--- config.mk ---
export PLATFORM = sky130hd
export DESIGN_NAME = dffmem_bus_ctrl_flat
export DESIGN_NICKNAME = d
export VERILOG_FILES = /design/src/rtl/dffmem_pkg.sv /design/src/rtl/dffmem_bus_ctrl_if.sv /design/src/rtl/dffmem_addr_decode.sv /design/src/rtl/dffmem_bus_ctrl.sv /design/src/flat_wrapper.sv
export SDC_FILE = /design/constraint.sdc
export NUM_CORES = 1
export LEC_CHECK = 0
export CORE_MARGIN = 1
export CORE_UTILIZATION = 42
export DETAILED_ROUTE_END_ITERATION = 8
export PLACE_DENSITY = 0.87
export SLEW_MARGIN = 20
export SYNTH_ARGS = -nofsm -noshare
export SYNTH_HDL_FRONTEND = slang
export SYNTH_HIERARCHICAL = 1
export SYNTH_SLANG_ARGS = --single-unit
export TNS_END_PERCENT = 20
--- constraint.sdc ---
create_clock -name clk -period 2.8 [get_ports clk]
set_clock_uncertainty 0.2 [all_clocks]
set_input_delay 0.42 -clock clk [delete_from_list [all_inputs] [get_ports clk]]
set_output_delay 0.42 -clock clk [all_outputs]
set_load 0.03 [all_outputs]
--- src/rtl/dffmem_pkg.sv ---
// Shared types and constants for the DFF memory bus controller.
//   state_e  : controller FSM states
//   region_e : address-decode result
package dffmem_pkg;

   localparam int ROM_AW    = 3;
   localparam int ROM_WORDS = 8;
   localparam int DATA_W    = 16;

   typedef enum logic [1:0] {IDLE, ACCESS, WAIT, RESP} state_e;

   typedef enum logic [1:0] {REG_ROM, REG_RAM, REG_CTRL, REG_UNMAP} region_e;

endpackage

--- src/rtl/dffmem_bus_ctrl_if.sv ---
// CPU-side request/response handshake bundle.
//   master : CPU (drives request, accepts response)
//   slave  : controller (accepts request, drives response)
interface dffmem_bus_ctrl_if #(
   parameter int ADDR_W = 12
);
   logic              req_valid;
   logic              req_ready;
   logic              req_we;
   logic [ADDR_W-1:0] req_addr;
   logic [15:0]       req_wdata;
   logic              rsp_valid;
   logic              rsp_ready;
   logic [15:0]       rsp_rdata;
   logic              rsp_err;

   modport master (
      output req_valid, req_we, req_addr, req_wdata, rsp_ready,
      input  req_ready, rsp_valid, rsp_rdata, rsp_err
   );

   modport slave (
      input  req_valid, req_we, req_addr, req_wdata, rsp_ready,
      output req_ready, rsp_valid, rsp_rdata, rsp_err
   );
endinterface

--- src/rtl/dffmem_addr_decode.sv ---
// Combinational address map.
//   addr       in  ADDR_W  CPU word address
//   boot_remap in  1       1 = boot ROM aliased at the bottom of the map
//   region     out 2       REG_ROM / REG_RAM / REG_CTRL / REG_UNMAP
module dffmem_addr_decode
   import dffmem_pkg::*;
#(
   parameter int                ADDR_W    = 12,
   parameter int                RAM_AW    = 8,
   parameter logic [ADDR_W-1:0] CTRL_ADDR = {ADDR_W{1'b1}}
) (
   input  logic [ADDR_W-1:0] addr,
   input  logic              boot_remap,
   output region_e           region
);

   // Range tests as "no bits above the window", avoiding width games
   // with 2**RAM_AW when RAM_AW approaches ADDR_W.
   always_comb begin
      region = REG_UNMAP;
      if (boot_remap && ((addr >> ROM_AW) == '0))
         region = REG_ROM;
      else if ((addr >> RAM_AW) == '0)
         region = REG_RAM;
      else if (addr == CTRL_ADDR)
         region = REG_CTRL;
   end

endmodule

--- src/rtl/dffmem_bus_ctrl.sv ---
// Single-master bus controller for the 8x16 boot ROM and DFF RAM.
//   clk, rst           : clock, synchronous active-high reset
//   bus (slave)        : CPU valid/ready request + buffered response
//   rom_cs/we/addr/din : boot ROM strobes, rom_dout read data
//   ram_cs/we/addr/din : RAM strobes, ram_dout read data (1-cycle registered)
//   boot_remap         : 1 = ROM mapped at 0 (set by reset, cleared by software)
// One request in flight: IDLE -> ACCESS -> WAIT x RD_LAT -> RESP for reads,
// IDLE -> ACCESS -> RESP for writes, IDLE -> RESP for CTRL/unmapped.
module dffmem_bus_ctrl
   import dffmem_pkg::*;
#(
   parameter int                ADDR_W    = 12,
   parameter int                RAM_AW    = 8,
   parameter logic [ADDR_W-1:0] CTRL_ADDR = 12'hFFF,
   parameter int                RD_LAT    = 1
) (
   input  logic              clk,
   input  logic              rst,
   dffmem_bus_ctrl_if.slave  bus,
   output logic              rom_cs,
   output logic              rom_we,
   output logic [ROM_AW-1:0] rom_addr,
   output logic [15:0]       rom_din,
   input  logic [15:0]       rom_dout,
   output logic              ram_cs,
   output logic              ram_we,
   output logic [RAM_AW-1:0] ram_addr,
   output logic [15:0]       ram_din,
   input  logic [15:0]       ram_dout,
   output logic              boot_remap
);

   localparam int CNT_W = (RD_LAT > 1) ? $clog2(RD_LAT) : 1;

   state_e      state;
   region_e     dec_region;
   region_e     region_q;
   logic        we_q;
   logic [CNT_W-1:0] cnt;
   logic        req_ready_q;
   logic        rsp_valid_q;
   logic [15:0] rsp_rdata_q;
   logic        rsp_err_q;

   assign bus.req_ready = req_ready_q;
   assign bus.rsp_valid = rsp_valid_q;
   assign bus.rsp_rdata = rsp_rdata_q;
   assign bus.rsp_err   = rsp_err_q;

   // Decode uses the live remap bit, so a CTRL write only affects
   // requests accepted after it.
   dffmem_addr_decode #(
      .ADDR_W    (ADDR_W),
      .RAM_AW    (RAM_AW),
      .CTRL_ADDR (CTRL_ADDR)
   ) u_dec (
      .addr       (bus.req_addr),
      .boot_remap (boot_remap),
      .region     (dec_region)
   );

   always_ff @(posedge clk) begin
      if (rst) begin
         state       <= IDLE;
         region_q    <= REG_UNMAP;
         we_q        <= 1'b0;
         cnt         <= '0;
         req_ready_q <= 1'b1;
         rsp_valid_q <= 1'b0;
         rsp_rdata_q <= '0;
         rsp_err_q   <= 1'b0;
         rom_cs      <= 1'b0;
         rom_we      <= 1'b0;
         rom_addr    <= '0;
         rom_din     <= '0;
         ram_cs      <= 1'b0;
         ram_we      <= 1'b0;
         ram_addr    <= '0;
         ram_din     <= '0;
         boot_remap  <= 1'b1;
      end else begin
         case (state)
            IDLE: begin
               if (bus.req_valid) begin
                  req_ready_q <= 1'b0;
                  we_q        <= bus.req_we;
                  region_q    <= dec_region;
                  case (dec_region)
                     // Strobes are registered here so they are valid for
                     // the whole ACCESS cycle.
                     REG_ROM: begin
                        rom_cs   <= 1'b1;
                        rom_we   <= bus.req_we;
                        rom_addr <= bus.req_addr[ROM_AW-1:0];
                        rom_din  <= bus.req_wdata;
                        state    <= ACCESS;
                     end
                     REG_RAM: begin
                        ram_cs   <= 1'b1;
                        ram_we   <= bus.req_we;
                        ram_addr <= bus.req_addr[RAM_AW-1:0];
                        ram_din  <= bus.req_wdata;
                        state    <= ACCESS;
                     end
                     REG_CTRL: begin
                        if (bus.req_we) boot_remap <= bus.req_wdata[0];
                        rsp_rdata_q <= bus.req_we ? 16'h0000 : {15'b0, boot_remap};
                        rsp_err_q   <= 1'b0;
                        rsp_valid_q <= 1'b1;
                        state       <= RESP;
                     end
                     default: begin
                        rsp_rdata_q <= '0;
                        rsp_err_q   <= 1'b1;
                        rsp_valid_q <= 1'b1;
                        state       <= RESP;
                     end
                  endcase
               end
            end
            ACCESS: begin
               rom_we <= 1'b0;
               ram_we <= 1'b0;
               if (we_q) begin
                  rom_cs      <= 1'b0;
                  ram_cs      <= 1'b0;
                  rsp_rdata_q <= '0;
                  rsp_err_q   <= 1'b0;
                  rsp_valid_q <= 1'b1;
                  state       <= RESP;
               end else begin
                  cnt   <= CNT_W'(RD_LAT - 1);
                  state <= WAIT;
               end
            end
            WAIT: begin
               if (cnt == '0) begin
                  rsp_rdata_q <= (region_q == REG_ROM) ? rom_dout : ram_dout;
                  rsp_err_q   <= 1'b0;
                  rsp_valid_q <= 1'b1;
                  rom_cs      <= 1'b0;
                  ram_cs      <= 1'b0;
                  state       <= RESP;
               end else begin
                  cnt <= cnt - 1'b1;
               end
            end
            RESP: begin
               if (bus.rsp_ready) begin
                  rsp_valid_q <= 1'b0;
                  req_ready_q <= 1'b1;
                  state       <= IDLE;
               end
            end
            default: state <= IDLE;
         endcase
      end
   end

endmodule

--- src/flat_wrapper.sv ---
// flat-port wrapper written by rule: the top's interface ports become plain ports
module dffmem_bus_ctrl_flat import dffmem_pkg::*;
#(
   parameter int                ADDR_W    = 12,
   parameter int                RAM_AW    = 8,
   parameter logic [ADDR_W-1:0] CTRL_ADDR = 12'hFFF,
   parameter int                RD_LAT    = 1
)
  (clk, rst, rom_cs, rom_we, rom_addr, rom_din, rom_dout, ram_cs, ram_we, ram_addr, ram_din, ram_dout, boot_remap, bus_req_valid, bus_req_we, bus_req_addr, bus_req_wdata, bus_rsp_ready, bus_req_ready, bus_rsp_valid, bus_rsp_rdata, bus_rsp_err);
  dffmem_bus_ctrl_if #(.ADDR_W(ADDR_W)) bus_i ();
  input  logic clk;
  input  logic rst;
  output logic rom_cs;
  output logic rom_we;
  output logic [ROM_AW-1:0] rom_addr;
  output logic [15:0] rom_din;
  input  logic [15:0] rom_dout;
  output logic ram_cs;
  output logic ram_we;
  output logic [RAM_AW-1:0] ram_addr;
  output logic [15:0] ram_din;
  input  logic [15:0] ram_dout;
  output logic boot_remap;
  input wire logic [$bits(bus_i.req_valid)-1:0] bus_req_valid;
  input wire logic [$bits(bus_i.req_we)-1:0] bus_req_we;
  input wire logic [$bits(bus_i.req_addr)-1:0] bus_req_addr;
  input wire logic [$bits(bus_i.req_wdata)-1:0] bus_req_wdata;
  input wire logic [$bits(bus_i.rsp_ready)-1:0] bus_rsp_ready;
  output wire logic [$bits(bus_i.req_ready)-1:0] bus_req_ready;
  output wire logic [$bits(bus_i.rsp_valid)-1:0] bus_rsp_valid;
  output wire logic [$bits(bus_i.rsp_rdata)-1:0] bus_rsp_rdata;
  output wire logic [$bits(bus_i.rsp_err)-1:0] bus_rsp_err;
  assign bus_i.req_valid = bus_req_valid;
  assign bus_i.req_we = bus_req_we;
  assign bus_i.req_addr = bus_req_addr;
  assign bus_i.req_wdata = bus_req_wdata;
  assign bus_i.rsp_ready = bus_rsp_ready;
  assign bus_req_ready = bus_i.req_ready;
  assign bus_rsp_valid = bus_i.rsp_valid;
  assign bus_rsp_rdata = bus_i.rsp_rdata;
  assign bus_rsp_err = bus_i.rsp_err;
  dffmem_bus_ctrl #(.ADDR_W(ADDR_W), .RAM_AW(RAM_AW), .CTRL_ADDR(CTRL_ADDR), .RD_LAT(RD_LAT)) u_core (.clk(clk), .rst(rst), .bus(bus_i), .rom_cs(rom_cs), .rom_we(rom_we), .rom_addr(rom_addr), .rom_din(rom_din), .rom_dout(rom_dout), .ram_cs(ram_cs), .ram_we(ram_we), .ram_addr(ram_addr), .ram_din(ram_din), .ram_dout(ram_dout), .boot_remap(boot_remap));
endmodule
### Word-level counts from Yosys, hierarchy flattened

Cells that the tools add are included.
Widths: inputs -> output; s select.

* input bits: 65
* flip-flop bits (word level): 73
* logic and storage cells: 101

* muxes and demuxes: 45
* add/sub/neg operators: 1
* equal/unequal tests: 14
* reductions and logical operators: 24

Operators by type and width (number)
* $mux 16: 4
* $pmux 16 s3: 1
* $pmux 16 s2: 1
* $logic_not 12->1: 2
* $mux 1: 23
* $reduce_and 5->1: 4
* $reduce_and 3->1: 6
* $ne 2x2->1 const B: 7
* $eq 12x12->1 const B: 1
* $mux 2: 6
* $pmux 1 s2: 5
* $pmux 1 s3: 3
* $pmux 2 s4: 1
* $eq 2x2->1 const B: 3
* $logic_not 2->1: 3
* $reduce_bool 2->1: 3
* $eq 2x1->1 const B: 2
* $pmux 1 s4: 1
* $reduce_and 2->1: 2
* $reduce_and 4->1: 1
* $reduce_bool 3->1: 1
* $ne 2x1->1 const B: 1
* $reduce_or 2->1: 1
* $logic_and 1x1->1: 1
* $sub 1x1->1 const B: 1

### Longest topological paths before layout

Gate-level depths: netlist of run 1.

* word-level depth: 9
* mapped depth: 9
* gate-level depth less buffers: 6

### Modules after synthesis

Netlist of run 1, hierarchy kept.

By module, submodules not included
* dffmem_bus_ctrl: instances 1, cells an instance 355, area each 3025.4 sq um
* dffmem_addr_decode: instances 1, cells an instance 8, area each 57.6 sq um

### Least setup slack after synthesis of run 1

OpenSTA, ideal clock, no wires.

* kind: input -> register
* from: in bus_req_addr[8]
* to: reg u_core.rom_din[10]
* path slack: 0.322 ns
* setup time: 0.070 ns
* data arrival time: 2.207 ns
* buffers on the path: 2
* stages: 8
* cell sequence: or4_4 > and4bb_2 > nor2_1 > clkbuf_1 > nor4bb_1 > clkbuf_1 > nand2_1 > a21oi_1

* word-level cells in the longest chain between the ends: 6
* elaborated cells between the ends (all ways): 9
* classes of those cells: eq/ne (1); mux (3); reduce/logical (5)

Ends and longest elaborated chain
* start, declared: line flat_wrapper.sv:26 `input wire logic [$bits(bus_i.req_addr)-1:0] bus_req_addr;`
* $eq 12x12->1: line dffmem_addr_decode.sv:25 `else if (addr == CTRL_ADDR)`
* $mux 1: line dffmem_addr_decode.sv:25
* $mux 2: line dffmem_addr_decode.sv:23 `else if ((addr >> RAM_AW) == '0)`
* $mux 2 *: line dffmem_addr_decode.sv:21 `if (boot_remap && ((addr >> ROM_AW) == '0))`
* net u_core.dec_region[0]: line dffmem_bus_ctrl.sv:36 `region_e dec_region;`
* $logic_not 2->1 *: line dffmem_bus_ctrl.sv:88 `case (dec_region)`
* $reduce_and 3->1 (no source line) *
* end signal, assigned: line dffmem_bus_ctrl.sv:95 `rom_din <= bus.req_wdata;`
* end, declared: line dffmem_bus_ctrl.sv:23 `output logic [15:0] rom_din,`

The timed path passes the listed nets; every way through them passes the cells marked *.
A chain may end at the register's enable or synchronous reset.

### Worst setup path after layout of run 1

* from: in bus_req_addr[8]
* to: reg u_core.rom_din[8]

* elaborated cells between the ends (all ways): 9
* classes of those cells: eq/ne (1); mux (3); reduce/logical (5)

RTL lines (line)
* $logic_not 12->1 (on tied branches): dffmem_addr_decode.sv:23, dffmem_addr_decode.sv:21
* $mux 2 / $logic_and 1x1->1 (equally long branches): dffmem_addr_decode.sv:23, dffmem_addr_decode.sv:21
* $mux 2 *: dffmem_addr_decode.sv:21
* net u_core.dec_region[1]: dffmem_bus_ctrl.sv:36
* $logic_not 2->1 *: dffmem_bus_ctrl.sv:88
* $reduce_and 3->1 (no source line) *

Marked as above.

==> results of run 1 <==
## metrics by stage
| step | hold WS [ps] | cell area [sq um] | setup WS (ps) |
|---|---|---|---|
| final | 189 | 4770 | 268 |
| after global routing | 201 | 4770 | 128 |
| after CTS | 183 | 4770 | 264 |
| after detailed placement | 245 | 4560 | -73.7 |
| after global placement | 241 | 4560 | 27.8 |
| after floorplan | 251 | 3080 | 322 |
## where the power goes
part	switching [mW]	total (mW)	internal, mW	leakage [nW]
registers	0.0596	1.17	1.11	0.583
logic	0.646	1.12	0.470	0.957
clock network	0.367	0.866	0.499	0.106
## critical path: stages
cell	delay, ps
clkdlybuf4s50_1	420
or4_4	550
and4bb_2	290
nor2_1	140
nor4bb_4	350
buf_12	190
nand2_1	70
a21oi_1	140
## flip-flops by register name, summed over array words and instances, names as in the netlist, 2 cells and up
signal and count:
u_core/state 2, u_core/bus.rsp_rdata 16, u_core/region_q 2, u_core/ram_din 16, u_core/ram_addr 8, u_core/rom_addr 3, u_core/rom_din 16
## cell families after synthesis
logic type      count (synthesis)  synth area share
buf+inv                        36            0.0479
flops                          72             0.468
simple gates                  133             0.199
fa+ha+maj                       5            0.0203
compound gates                 99             0.207
mux                            18            0.0584
## cell usage after synthesis (all sizes together) (2+ instances only)
cell type	number
dfxtp	72
or4	2
nand4	3
o311ai	17
clkbuf	26
a211oi	2
nand3	8
inv	5
a21oi	52
nand2b	6
nand2	94
nor2	3
buf	5
o21ai	3
mux2i	18
nor2b	6
o31ai	17
ha	5
o41ai	2
## worst paths after layout
kind / start / endpoint / slack (ps) / depth (start not counted)
hold reg to reg: u_core/ram_din[14] / u_core/ram_din[14] / 250 / 2
hold / removal: rst / u_core/rom_cs / 190 / 3
setup / recovery: bus_req_addr[8] / u_core/rom_din[8] / 270 / 8
setup reg to reg: u_core/state[1] / u_core/bus.rsp_rdata[0] / 480 / 6
## area by class of cell
cell class / instances / area [sq um] / area share
repair buffers: 150 / 1470 / 0.309
multi-input cells: 255 / 1510 / 0.316
inverters: 5 / 18.8 / 0.00393
well taps: 96 / 120 / 0.0252
clock inverters: 5 / 82.6 / 0.0173
clock buffers: 10 / 128 / 0.0267
flip-flops and latches: 72 / 1440 / 0.302
## per-layer routing
metal,global-route usage,wire length (um),up-vias
met1,0.277,3630,1444
met4,0.0790,94,0
met2,0.411,4470,96
met5,0,0,-
met3,0.0500,513,12
li1,-,-,1549
==> results.cfg, run 1 <==
[yosys]
synth_area_sq_um = 3080
ys.flop_type = dfxtp_1
yosysWarningCount = 6
synth_area_per_cell_sq_um = 8.49
synth_edf_count = 0
synthCells = 363
ys_ff_latch = 72
yosysSeqAreaShare = 0.468
async_flop_share = 0
synth_top_cell_by_area = dfxtp_1
synthDistinctLibCells = 41
synth_area_leaders = dfxtp_1 (47%), nand2_1 (11%), a21oi_1 (8.4%)
yosysTopAreaCellShare = 0.468
synth_fp_nets = 433

[floorplan]
initial_utilization = 0.444
io_pins = 132
fp.dieArea_sq_um = 7690
die_h_um = 87.7
die_x_um = 87.7
row_count = 30
core_sq_um = 6940

[route]
viasPerCell = 5.23
drc = 0
wl_per_cell_um = 14.7
drtIter0Drc = 152
via_count = 3101
routed_wirelength_um = 8710
drt_pre_antenna_iters = 5
final_antenna_net_count = 0

[cts]
htreeDepth = 3
clock_latency_ps = 330
cts.sink_count = 72
cts_buffer_depth = 2
post_cts_buffers = 0
clk_pin_slew_ps = 70
root_buffer = clkbuf_8
cts_hold_buf = 0
cts_buffers = 9
cts_tree = built
post_cts_resized = 0

[placed_design]
dp.cells = 578
gp_congestion = 0.795
port_buffers = 131
dpl.hpwl_um = 6420

[pwr]
leakage_nw = 1.65
power_density_nw_per_um2 = 661
total_power_mw = 3.15
irDropWorstVdd_mv = 0.429

[grt]
grt_pass1_vias = 2976
grt_max_degree = 51
grt_remaining_overflow = 0
gr-usage-all-layers = 0.231
antenna_found_initial = 0
grt_pass1_wl_um = 13900

[finish]
final_util = 0.687
diodes = 0
area.growth.synth_to_final_pct = 54.8
nets = 563
fill_cells = 533
layout_commonest_cell = clkdlybuf4s50_1
drive_above_1_share = 0.0805
final_cells = 593
layout_common_cells = clkdlybuf4s50_1 (130), nand2_1 (94), dfxtp_1 (72)

[outcome]
status = finished clean

[worst_setup_path]
endpoint_kind = register
cp-start-kind = input pin
worstPathMaxFanout = 20
critPathRequiredTime_ps = 2850
cp.arrival_ps = 2590
worstSetupPathType = in2reg

[sta]
finalSetupViolCount = 0
finalHoldViolCount = 0
slew_viol_final = 0
rsz0062_at_grt = false
slew_headroom = 0.560
tightest_slew_ps = 658
finalCritPeriodShare = 0.904
period_minus_slack_ps = 2530
finalSetupTns_ps = 0
fmax_ghz = 0.395

[min_path]
hold_path_class = in2reg

[run]
cap_violations = 0
Power figures use the tool's default switching activity.
==> inputs of run 2 (changes only) <==
CORE_UTILIZATION = 46   (was 42)
HOLD_SLACK_MARGIN = 0.15   (was default)
PLACE_DENSITY = 0.93   (was 0.87)
SLEW_MARGIN = 10   (was 20)
clock period = 3.02 ns   (was 2.8 ns; I/O delays follow)
==> run 2 against run 1 <==
Compared with the run above:
- the flow now finishes with violations (design-rule violations)
- critical path type is now reg2reg
- sequential power shrank 7%
- worst setup slack gained 150 ps
- critical path depth down 3
- clock-buffer cell count unchanged
- combinational power down 9%
- sequential share of layout area grew 0.47 points
- die area fell by 8.5%
- total power shrank 5.9%
- routed wire length rose by 8.9%
- via count is 5.1% higher
- core utilization is 4.4 points higher
==> results.cfg, run 2 (synthesis results as in run 1) <==
[min_path]
hp-start = u_core/ram_din[12]
hold_path_class = reg2reg
min_path_cells = 2
whs_endpoint = u_core/ram_din[12]

[route]
final_antenna_net_count = 0
routed_wirelength_um = 9490
viasPerCell = 5.73
drtIter0Drc = 332
via_count = 3259
drc = 16
drt_pre_antenna_iters = 7
wl_per_cell_um = 16.7

[cts]
htreeDepth = 3
post_cts_resized = 0
clk_pin_slew_ps = 80
post_cts_buffers = 0
cts_buffers = 9
root_buffer = clkbuf_8
cts_hold_buf = 0
cts.sink_count = 72
cts_tree = built
clock_latency_ps = 340
cts_buffer_depth = 2

[worst_setup_path]
critPathRequiredTime_ps = 3050
timing.rr.start = u_core/state[1]
ff2ff_path_depth = 5
endpoint_kind = register
r2r_end = u_core/bus.rsp_rdata[0]
cp-start-kind = register
worstSetupPathType = reg2reg
cp.arrival_ps = 2630
worstPathMaxFanout = 16
r2r_slack_ps = 420

[sta]
finalSetupViolCount = 0
finalHoldViolCount = 0
slew_viol_final = 0
rsz0062_at_grt = false
fmax_ghz = 0.385
tightest_slew_ps = 990
finalCritPeriodShare = 0.861
period_minus_slack_ps = 2600
slew_headroom = 0.339
finalSetupTns_ps = 0

[run]
cap_violations = 0

[finish]
area.growth.synth_to_final_pct = 52.4
layout_commonest_cell = clkdlybuf4s50_1
fill_cells = 468
nets = 557
final_area_sq_um = 4700
regArea_sq_um = 1440
diodes = 0
multi_input_area_sq_um = 1510
layout_common_cells = clkdlybuf4s50_1 (130), nand2_1 (94), dfxtp_1 (72)
drive_above_1_share = 0.0732

[floorplan]
initial_utilization = 0.480
fp.dieArea_sq_um = 7030
die_x_um = 83.9
die_h_um = 83.9
io_pins = 132
core_sq_um = 6420
row_count = 29

[pwr]
power_density_nw_per_um2 = 632
p_switching_mw = 1.05
p_seq_frac = 0.368
power.internal_mw = 1.92
pwr-share-comb = 0.342
irDropWorstVdd_mv = 0.483
clkPwrFrac = 0.290
leakage_nw = 1.61
switching_share = 0.354

[grt]
grt_max_degree = 31
grt_remaining_overflow = 0
antenna_found_initial = 0
grt_pass1_vias = 3185
grt_pass1_wl_um = 15000
gr-usage-all-layers = 0.268

[placed_design]
port_buffers = 131
place_area_sq_um = 4470
dpl.hpwl_um = 6420
gp_congestion = 0.800

[outcome]
status = finished, violations left
violations = design-rule violations
==> run 2: changes by cell type in the layout (fill, tap and decap cells not counted) <==
cell        delta
clkinv_2       -1
clkinvlp_4     +2
buf_12         -2
clkbuf_1       -1
buf_4          -4
clkbuf_8       +1
==> run 2: power by group through the flow <==
stage / registers (mW) / logic, mW / clock network (mW)
global placement: 1.11 / 0.943 / 0
global route: 1.10 / 1.08 / 0.909
floorplan: 1.22 / 0.527 / 0
finish: 1.09 / 1.02 / 0.860
CTS: 1.09 / 0.997 / 0.867
detailed placement: 1.11 / 0.977 / 0
==> run 2: stage by stage <==
| step | utilization | instances | hold WS, ps | setup slack (ps) | power [mW] |
|---|---|---|---|---|---|
| floorplan | - | 363 | 251 | 509 | 1.74 |
| finish | 0.732 | 569 | 261 | 420 | 2.97 |
| detailed placement | 0.696 | 553 | 249 | 132 | 2.09 |
| global placement | 0.696 | 553 | 242 | 223 | 2.05 |
| global route | 0.732 | 569 | 276 | 253 | 3.09 |
| CTS | 0.732 | 569 | 260 | 445 | 2.96 |
==> run 2: critical path, cell delays in order (launching register included) <==
cell and delay, ps:
dfxtp_1 380, inv_1 140, ha_1 530, mux2i_1 190, or3_1 610, o311a_1 440
==> run 2: cell type report <==
class | instances | area share
multi-input cells | 255 | 0.321
flip-flops and latches | 72 | 0.307
repair buffers | 144 | 0.299
clock buffers | 10 | 0.0293
well taps | 77 | 0.0205
clock inverters | 6 | 0.0197
inverters | 5 | 0.00399
==> run 2: how the worst max path moves through the flow <==
| stage | from | cells after the start | to | slack (ps) |
|---|---|---|---|---|
| final | u_core/state[1] | 5 | u_core/bus.rsp_rdata[0] | 420 |
| after CTS | u_core/state[0] | 5 | u_core/bus.rsp_rdata[0] | 450 |
| after global routing | u_core/state[1] | 5 | u_core/bus.rsp_rdata[0] | 250 |
| after floorplan | bus_req_addr[8] | 8 | u_core/rom_din[10] | 510 |
| after detailed placement | bus_req_addr[8] | 8 | u_core/rom_din[12] | 130 |
| after global placement | bus_req_addr[8] | 8 | u_core/rom_din[3] | 220 |
==> run 2: layer usage <==
layer / vias up / part of all wire / global-route usage
li1: 1537 / - / -
met1: 1538 / 0.40 / 0.313
met2: 166 / 0.51 / 0.470
met3: 18 / 0.068 / 0.0643
met4: 0 / 0.019 / 0.111
met5: - / 0 / 0
==> inputs of run 3 (changes only) <==
SYNTH_HIERARCHICAL = default   (was 1)
==> run 3 against run 2 <==
Compared with the run above:
- the flow still finishes with violations (design-rule violations)
- synthesized cell count decreased by 13%
- combinational power fell by 17%
- synthesized area is 0.53% higher
- die area increased by 0.51%
- critical path type is now in2reg
- largest power group unchanged
==> results.cfg, run 3 <==
[run]
cap_violations = 0

[worst_setup_path]
crit_path_cell_trace = clkdlybuf4s50_1 > o41ai_1 > a211o_2 > a31oi_1 > a221oi_1
critPathRequiredTime_ps = 3050
r2r_slack_ps = 590
crit_start = bus_req_addr[8]
worstPathMaxFanout = 35
r2r_end = u_core.ram_addr[1]
worst-path-stages = 5
worst-path-buf-inv = 1
cp.arrival_ps = 2570
worstSetupPathType = in2reg
cp-start-kind = input pin
path_delay_family = compound AO/OA/AOI/OAI gates
crit_path_end = u_core.bus.rsp_rdata[0]
crit_path_max_incr_delay_ps = 710
timing.rr.start = u_core.state[0]
endpoint_kind = register
critPathSlowestCell = o41ai_1
ff2ff_path_depth = 7

[sta]
rsz0062_at_grt = false
period_minus_slack_ps = 2530
finalHoldViolCount = 0
fmax_ghz = 0.395
finalCritPeriodShare = 0.838
slew_headroom = 0.429
finalSetupViolCount = 0
tightest_slew_ps = 856
finalSetupTns_ps = 0
slew_viol_final = 0

[finish]
final_cells = 526
nets = 513
layout_common_cells = clkdlybuf4s50_1 (130), dfxtp_1 (72), mux2i_1 (62)
diodes = 0
area.growth.synth_to_final_pct = 47.8
drive_above_1_share = 0.0690
layout_commonest_cell = clkdlybuf4s50_1

[floorplan]
initial_utilization = 0.483
fp.dieArea_sq_um = 7070
io_pins = 132
core_sq_um = 6420
die_x_um = 84.1
die_h_um = 84.1
row_count = 29

[yosys]
synthCells = 316
async_flop_share = 0
yosysWarningCount = 0
synth_fp_nets = 385
synth_top_cell_by_area = dfxtp_1
yosysTopAreaCellShare = 0.465
ys.flop_type = dfxtp_1
ys_ff_latch = 72
yosysSeqAreaShare = 0.465
synth_area_sq_um = 3100
synth_common_cells = dfxtp_1 (72), mux2i_1 (62), nor2_1 (53)
synthDistinctLibCells = 39
synth_edf_count = 0
synth.most_common_cell = dfxtp_1
synth_area_per_cell_sq_um = 9.81
synth_area_leaders = dfxtp_1 (47%), mux2i_1 (20%), nor2_1 (6.4%)

[pwr]
leakage_nw = 1.74
irDropWorstVdd_mv = 0.415
power_density_nw_per_um2 = 584

[cts]
post_cts_buffers = 0
cts_hold_buf = 0
cts_buffer_depth = 2
cts.sink_count = 72
post_cts_resized = 0
cts_tree = built
clock_latency_ps = 330
root_buffer = clkbuf_8
cts_buffers = 9
htreeDepth = 3
clk_pin_slew_ps = 70

[route]
final_antenna_net_count = 0
route.met2.wl_um = 4070
drc = 8
maxUsedRoutingLayer = met4
via_count = 2792
wl_per_cell_um = 15.4
viasPerCell = 5.31
routed_wirelength_um = 8100
drtIter0Drc = 166
drt-met1-wl_um = 3470
drt_pre_antenna_iters = 6
met3WireLength_um = 382

[grt]
gr-usage-all-layers = 0.233
grt_remaining_overflow = 0
antenna_found_initial = 0
grt_max_degree = 48
grt_pass1_vias = 2728
grt_pass1_wl_um = 13000

[placed_design]
dpl.hpwl_um = 5790
gp_congestion = 0.852
dp.cells = 510
port_buffers = 131

[outcome]
violations = design-rule violations
status = finished, violations left

[min_path]
hold_path_class = reg2reg
-- run 3: layout make-up --
cell class	count	area, sq um
clock buffers	9	124
multi-input cells	221	1490
well taps	77	96.3
repair buffers	136	1340
clock inverters	7	70.1
inverters	4	15.0
flip-flops and latches	72	1440
fillers	467	1840
-- run 3: power breakdown --
group | switching (mW) | total [mW] | internal (mW)
sequential | 0.0508 | 1.08 | 1.03
combinational | 0.494 | 0.846 | 0.353
clock | 0.367 | 0.750 | 0.383
-- run 3: how the worst min path moves through the flow --
stage,startpoint,end,cells after the start
after floorplan,u_core.we_q,u_core.we_q,2
after global placement,u_core.bus.rsp_rdata[13],u_core.bus.rsp_rdata[13],2
after detailed placement,u_core.bus.rsp_rdata[8],u_core.bus.rsp_rdata[8],2
after CTS,u_core.bus.rsp_rdata[2],u_core.bus.rsp_rdata[2],2
after global routing,u_core.bus.rsp_rdata[7],u_core.bus.rsp_rdata[7],2
final,u_core.bus.rsp_rdata[2],u_core.bus.rsp_rdata[2],2
-- run 3: per-stage QoR --
step                      total power [mW]  hold WS, ps  setup WS (ps)  cell area [sq um]   util
after floorplan                       1.69          251           1000               3100      -
after global placement                1.91          238            213               4390  0.683
after detailed placement              1.93          245            182               4390  0.683
after CTS                             2.69          256            518               4580  0.713
after global routing                  2.81          276            343               4580  0.713
final                                 2.67          251            488               4580  0.713
-- run 3: cell families (layout without fill, tap and decap cells) --
kind of cell	after synthesis	after routing	share of synthesized area
AND/OR/NAND/NOR	116	116	0.180
flip-flops	72	72	0.465
multiplexers	63	63	0.204
AO/OA/AOI/OAI	38	38	0.0779
buffers and inverters	23	156	0.0565
adder cells (fa/ha/maj)	4	4	0.0161
-- run 3: worst reg2reg max path: cells and delay by family, from the launching register on --
family          cells  cell delay, ps
compound gates      1             300
mux                 1             260
buf+inv             2             460
flops               1             350
fa+ha+maj           1             380
simple gates        2             340
-- run 3: metal layers --
metal | vias to the layer above | track usage
met5 | - | 0
met4 | 0 | 0.102
met3 | 15 | 0.0524
met2 | 76 | 0.410
met1 | 1340 | 0.270
li1 | 1361 | -
